$ cat src/rtl/id_stage_pipe.sv
// Pipelined decode stage: control decode, register file with WB write port,
// load-use/halt/flush handling and an ID/EX register. Optional macro: ID_WB_BYPASS_EN.
module id_stage_pipe #(
    parameter int DATA_W = 16,
    parameter int REG_AW = 4
) (
    input  logic              clk,
    input  logic              rst,
    input  logic              in_valid,
    output logic              in_ready,
    input  logic [15:0]       in_instr,
    input  logic [DATA_W-1:0] in_pc,
    input  logic              flush,
    input  logic              wb_we,
    input  logic [REG_AW-1:0] wb_dst,
    input  logic [DATA_W-1:0] wb_data,
    output logic              ex_valid,
    input  logic              ex_ready,
    output logic [14:0]       ex_ctrl,
    output logic [REG_AW-1:0] ex_src1,
    output logic [REG_AW-1:0] ex_src2,
    output logic [REG_AW-1:0] ex_dst,
    output logic [DATA_W-1:0] ex_data1,
    output logic [DATA_W-1:0] ex_data2,
    output logic [DATA_W-1:0] ex_imm,
    output logic [DATA_W-1:0] ex_pc,
    output logic [2:0]        ex_cond,
    output logic [DATA_W-1:0] ex_boff
);

    typedef struct packed {
        logic       regwrite;
        logic       alusrc;
        logic       memenable;
        logic       memwrite;
        logic       memtoreg;
        logic       pcread;
        logic       rdsrc;
        logic       halt;
        logic [1:0] branch;
        logic       alusext;
        logic [3:0] aluop;
    } ctrl_t;

    typedef enum logic [1:0] {RUN, STALL, HALTED} state_t;

    state_t            state, state_next;
    ctrl_t             dec, ex_ctrl_q;
    logic [REG_AW-1:0] src1, src2, dst;
    logic [DATA_W-1:0] rdata1, rdata2, imm, boff;
    logic [DATA_W-1:0] regs [2**REG_AW];
    logic              load_use, wb_hazard, hazard, hold, accept;

    // Opcode map: 0-5 ALU reg/reg, 6 ADDI, 7 LI (dst op zext imm8), 8 LW, 9 SW,
    // A cond branch, B JAL (dst <- pc), C JR, F HLT, others NOP.
    // NOTE: every combinational output gets a default first so no latch is inferred.
    always_comb begin
        dec = '0;
        unique case (in_instr[15:12])
            4'h0, 4'h1, 4'h2, 4'h3, 4'h4, 4'h5: begin
                dec.regwrite = 1'b1;
                dec.aluop    = in_instr[15:12];
            end
            4'h6: begin dec.regwrite = 1'b1; dec.alusrc = 1'b1; end
            4'h7: begin
                dec.regwrite = 1'b1; dec.alusrc = 1'b1; dec.rdsrc = 1'b1;
                dec.alusext  = 1'b1; dec.aluop  = 4'd6;
            end
            4'h8: begin
                dec.regwrite = 1'b1; dec.alusrc = 1'b1;
                dec.memenable = 1'b1; dec.memtoreg = 1'b1;
            end
            4'h9: begin dec.alusrc = 1'b1; dec.memenable = 1'b1; dec.memwrite = 1'b1; end
            4'hA: begin dec.branch = 2'b01; dec.aluop = 4'd1; end
            4'hB: begin dec.regwrite = 1'b1; dec.pcread = 1'b1; dec.branch = 2'b10; end
            4'hC: begin dec.rdsrc = 1'b1; dec.branch = 2'b10; end
            4'hF: dec.branch = 2'b11;
            default: dec = '0;
        endcase
        dec.halt = (dec.branch == 2'b11);
    end

    assign dst  = REG_AW'(in_instr[11:8]);
    assign src1 = dec.rdsrc ? dst : REG_AW'(in_instr[7:4]);
    assign src2 = (dec.memenable & dec.memwrite) ? dst : REG_AW'(in_instr[3:0]);
    assign imm  = dec.alusext ? {{(DATA_W-8){1'b0}}, in_instr[7:0]}
                              : {{(DATA_W-4){in_instr[3]}}, in_instr[3:0]};
    assign boff = {{(DATA_W-10){in_instr[8]}}, in_instr[8:0], 1'b0};

    always_comb begin
        rdata1 = (src1 == '0) ? '0 : regs[src1];
        rdata2 = (src2 == '0) ? '0 : regs[src2];
`ifdef ID_WB_BYPASS_EN
        if (wb_we && wb_dst != '0 && wb_dst == src1) rdata1 = wb_data;
        if (wb_we && wb_dst != '0 && wb_dst == src2) rdata2 = wb_data;
`endif
    end

    assign load_use = ex_valid & ex_ctrl_q.memenable & ~ex_ctrl_q.memwrite & (ex_dst != '0)
                    & ((ex_dst == src1) | (ex_dst == src2));
`ifdef ID_WB_BYPASS_EN
    assign wb_hazard = 1'b0;
`else
    // Without write-through the read would see the stale value, so wait one cycle.
    assign wb_hazard = wb_we & (wb_dst != '0) & ((wb_dst == src1) | (wb_dst == src2));
`endif
    assign hazard   = in_valid & ~dec.pcread & (load_use | wb_hazard);
    assign hold     = ex_valid & ~ex_ready;
    // STALL is the bubble cycle; the dependent instruction is taken during it.
    assign in_ready = flush | ((state != HALTED) & ~hazard & (~ex_valid | ex_ready));
    assign accept   = in_valid & in_ready & ~flush;

    // NOTE: the register file is reset explicitly because reset must zero every register.
    always_ff @(posedge clk or negedge rst) begin
        if (!rst) begin
            for (int i = 0; i < 2**REG_AW; i++) regs[i] <= '0;
        end else if (wb_we && wb_dst != '0) begin
            regs[wb_dst] <= wb_data;
        end
    end

    always_comb begin
        state_next = state;
        unique case (state)
            RUN, STALL: begin
                if (flush)                  state_next = RUN;
                else if (accept && dec.halt) state_next = HALTED;
                else if (hazard && !hold)    state_next = STALL;
                else                         state_next = RUN;
            end
            HALTED:  if (flush) state_next = RUN;
            default: state_next = RUN;
        endcase
    end

    // NOTE: sequential state uses non-blocking assignments only.
    always_ff @(posedge clk or negedge rst) begin
        if (!rst) state <= RUN;
        else      state <= state_next;
    end

    always_ff @(posedge clk or negedge rst) begin
        if (!rst) begin
            ex_valid  <= 1'b0;
            ex_ctrl_q <= '0;
            ex_src1   <= '0;
            ex_src2   <= '0;
            ex_dst    <= '0;
            ex_data1  <= '0;
            ex_data2  <= '0;
            ex_imm    <= '0;
            ex_pc     <= '0;
            ex_cond   <= '0;
            ex_boff   <= '0;
        end else if (flush) begin
            ex_valid <= 1'b0;
        end else if (hold) begin
            ex_valid <= 1'b1;
        end else if (accept) begin
            ex_valid  <= 1'b1;
            ex_ctrl_q <= dec;
            ex_src1   <= src1;
            ex_src2   <= src2;
            ex_dst    <= dst;
            ex_data1  <= dec.pcread ? in_pc : rdata1;
            ex_data2  <= dec.pcread ? '0 : rdata2;
            ex_imm    <= imm;
            ex_pc     <= in_pc;
            ex_cond   <= in_instr[11:9];
            ex_boff   <= boff;
        end else begin
            ex_valid <= 1'b0;
        end
    end

    assign ex_ctrl = ex_ctrl_q;

endmodule

$ cat config.mk
export PLATFORM = sky130hd
export DESIGN_NAME = id_stage_pipe
export DESIGN_NICKNAME = d
export VERILOG_FILES = /design/src/rtl/id_stage_pipe.sv
export SDC_FILE = /design/constraint.sdc
export NUM_CORES = 1
export LEC_CHECK = 0
export ABC_AREA = 0
export CORE_MARGIN = 2
export CORE_UTILIZATION = 61
export DETAILED_ROUTE_END_ITERATION = 16
export PLACE_DENSITY_LB_ADDON = 0.1
export SLEW_MARGIN = 20
export SYNTH_ARGS = -nofsm -noshare
export SYNTH_HDL_FRONTEND = slang
export SYNTH_SLANG_ARGS = --single-unit
$ cat constraint.sdc
create_clock -name clk -period 4.86 [get_ports clk]
set_input_delay 0.486 -clock clk [delete_from_list [all_inputs] [get_ports clk]]
set_output_delay 0.486 -clock clk [all_outputs]
set_load 0.05 [all_outputs]
==> run summary <==
Post-route setup TNS -> 0 ns
Post-Syn Nets -> 1,676
Initial DRC Count -> 1,809
Status -> finished clean
Final core occ -> 0.732
Clk sinks -> 346
Dpl cells -> 2,067
Class of the most critical hold timing path -> primary input to asynchronous set/reset pin
PortBufs -> 168
Async S/R FF share, synth -> 1.00
Setup violators final -> 0
Final Wtd Congestion -> 0.940
Final hold viol count -> 0
Most common cell in the netlist -> dfrtp_1
Worst Setup Start Kind -> primary input
Final HPWL DP -> 38,500 um
Vias per cell -> 7.06
Maximum VDD drop -> 392 uV
Clock latency on the worst-skew pair -> 0.53 ns
Final worst slack -> 0.666 ns
Largest stage delay, worst path -> 0.83 ns
Hold_ws -> 0.0782 ns
Largest delay share family, worst path -> buffers and inverters
Post-CTS sizing -> 0
Distinct cells, synth -> 74
Combinational fraction of design power -> 0.312
FP Rows -> 63
Most frequent CP cell -> buf_4
Sequential-to-total area share from yosys stat -> 0.466
Seq pwr share -> 0.402
Top cells by count, synth -> 346 x dfrtp_1, 311 x mux2_2, 177 x nand2_1, 102 x clkbuf_1, 80 x mux2i_1
# fillers -> 2,080
CTS tree -> done
Pwr dens -> 465 nW/um2
Post-route ant nets -> 0
MaxCap Viol Count -> 0
Share of cells above drive strength 1 -> 0.284
Kind of critical path -> primary input to output pin
P&R area growth vs syn -> 17.4%
F_max -> 0.238 GHz
Synth top area share -> 0.466
GRT Resource Usage Total -> 0.388
Setup repair after global routing missed its margin -> false
DR pass1 iterations -> 7
Starting Density -> 0.623
Critical Path RT -> 4.37 ns
Final Non-Filler Cells -> 2,134
Sw frac -> 0.350
Cell Area, Synth -> 18,600 um2
Crit-path slowest cell -> clkdlybuf4s50_1
Clock root buffer -> clkbuf_16
DR DRC count -> 0
First-pass GRT wire length -> 91,500 um
Core Region -> 29,800 um2
Final Instance Area -> 21,800 um2
Syn avg cell area -> 11.5 um2
Main synth FF type -> dfrtp_1
Worst slack, placed -> 0.564 ns
Leak -> 9.15 nW
Cts hold-fix bufs -> 0
Post-synth EDFFs -> 0
Post-Place Cell Area -> 20,500 um2
Pint -> 6.58 mW
Clock Power Share -> 0.286
Critical Path Fanout Max -> 21
Synth area leaders -> dfrtp_1 47%, mux2_2 19%, mux2i_1 4.3%
Seq cells post-synth -> 346
Ys Warns -> 0
Total grt overflow -> 0
Crit path DAT -> 3.71 ns
Relative slew slack -> 0.324
Nets -> 1,775
Buf/Inv on CP -> 4
Sw Pwr -> 3.55 mW
Final period util -> 0.863
Drt total wl -> 60,900 um
Crit end category -> output pin
Mapped Cells -> 1,618
Clock transition at path regs -> 0.06 ns
Chip width -> 178 um
Post-CTS setup buffers -> 0
Worst-path cell chain -> clkdlybuf4s50_1 > buf_4 > nand2_1 > o32a_1 > o221ai_1 > nand4_1 > nor4_4 > buf_4 > o31ai_1 > a21o_1 > buf_4
Worst Tran Pin Value -> 1.01 ns
Largest net degree at the start of global routing -> 130
Tmin final -> 4.19 ns
Fin. max-slew vios -> 0
Drt wl/cell -> 28.5 um
H-Tree Depth -> 2
Total power -> 10.1 mW
Die area -> 31,900 um2
Io pins -> 170
Total CTS buffers -> 38
Initial antenna violation count -> 2
Clock Path Buffers -> 3
Vias after detailed routing -> 15,100
Number of global-route vias before repair -> 14,800
Die height -> 178 um
Area leader, netlist -> dfrtp_1
Skew final -> 0.0150 ns
## layer usage
metal,global-route usage,routed length (um),vias to the layer above
met1,0.533,23800,7567
met3,0.0855,6560,281
li1,-,-,6188
met5,0,0,-
met4,0.201,3750,0
met2,0.581,26800,1021
## final timing paths
path	from	endpoint	slack (ns)	depth (start not counted)
worst max register to register	ex_dst[0]$_DFFE_PN0P_	ex_pc[8]$_DFFE_PN0P_	1.58	8
worst min register to register	regs[240]$_DFFE_PN0P_	regs[240]$_DFFE_PN0P_	0.37	0
min in group clk	regs[240]$_DFFE_PN0P_	regs[240]$_DFFE_PN0P_	0.37	0
max in group asynchronous	rst	regs[140]$_DFFE_PN0P_	3.58	2
worst max-delay path	in_instr[13]	in_ready	0.67	11
worst min-delay path	rst	ex_boff[8]$_DFFE_PN0P_	0.08	1
## power groups by stage
stage	logic [mW]	registers, mW	clock network, mW
finish	3.16	4.07	2.90
global route	3.33	4.14	3.02
CTS	3.14	4.05	2.91
detailed placement	3.12	4.09	0
global placement	3.06	4.05	0
floorplan	1.60	4.52	0
## flip-flops by register name (all words and copies together) (netlist names)
name      cells
regs        255
ex_data1     16
ex_data2     16
ex_pc        16
ex_ctrl      15
ex_imm        9
ex_boff       4
ex_dst        4
ex_src1       4
ex_src2       4
state         2
ex_valid      1
## logic make-up (layout without fill, tap and decap cells)
| logic type | count (synthesis) | after routing | share of synthesized area |
|---|---|---|---|
| buffers and inverters | 191 | 315 | 0.0489 |
| and+or+nand+nor | 335 | 335 | 0.0819 |
| other | 1 | 3 | 0.000202 |
| muxes | 431 | 431 | 0.277 |
| DFF | 346 | 346 | 0.466 |
| AOI/OAI and AO/OA | 298 | 298 | 0.118 |
| xor gates and xnor gates | 16 | 16 | 0.00755 |
## cell usage in the layout, fill, tap and decap left out, types with 4 or more instances in the layout
master           Yosys  layout
dfrtp_1            346     346
mux2_2             311     310
nand2_1            177     177
clkdlybuf4s50_1      0     166
mux2i_1             80      80
buf_4               32      66
a21oi_1             53      53
nor2_1              44      40
nand3_1             40      40
clkbuf_16            0      40
o31ai_1             37      37
mux4_2              33      33
a211oi_1            32      32
o21ai_0             31      31
a221oi_1            31      31
nor3_1              23      23
o221ai_1            17      17
a2111oi_0           17      17
a31oi_1             16      16
a32oi_1             15      15
inv_1               11      11
nand2b_1            11      11
clkbuf_8             0      11
xor2_1               9       9
clkbuf_1           102       9
nor2b_1              9       8
xnor2_1              7       7
nor4_1               5       5
a21o_1               5       5
buf_12               0       5
o32a_1               4       4
o22ai_1              4       4
nor2_4               0       4
## cell type report
type,instances,area [um2],area share
Timing Repair Buffer,238,2270,0.104
Clock inverter,5,75.1,0.00344
Multi-Input combinational cell,1081,9080,0.416
Inverter,12,45.0,0.00207
Sequential cell,346,8660,0.397
Antenna cell,2,5.00,0.000229
Tap cell,390,488,0.0224
Clock buffer,60,1190,0.0544
No activity file was read; power rests on OpenSTA's default activity.
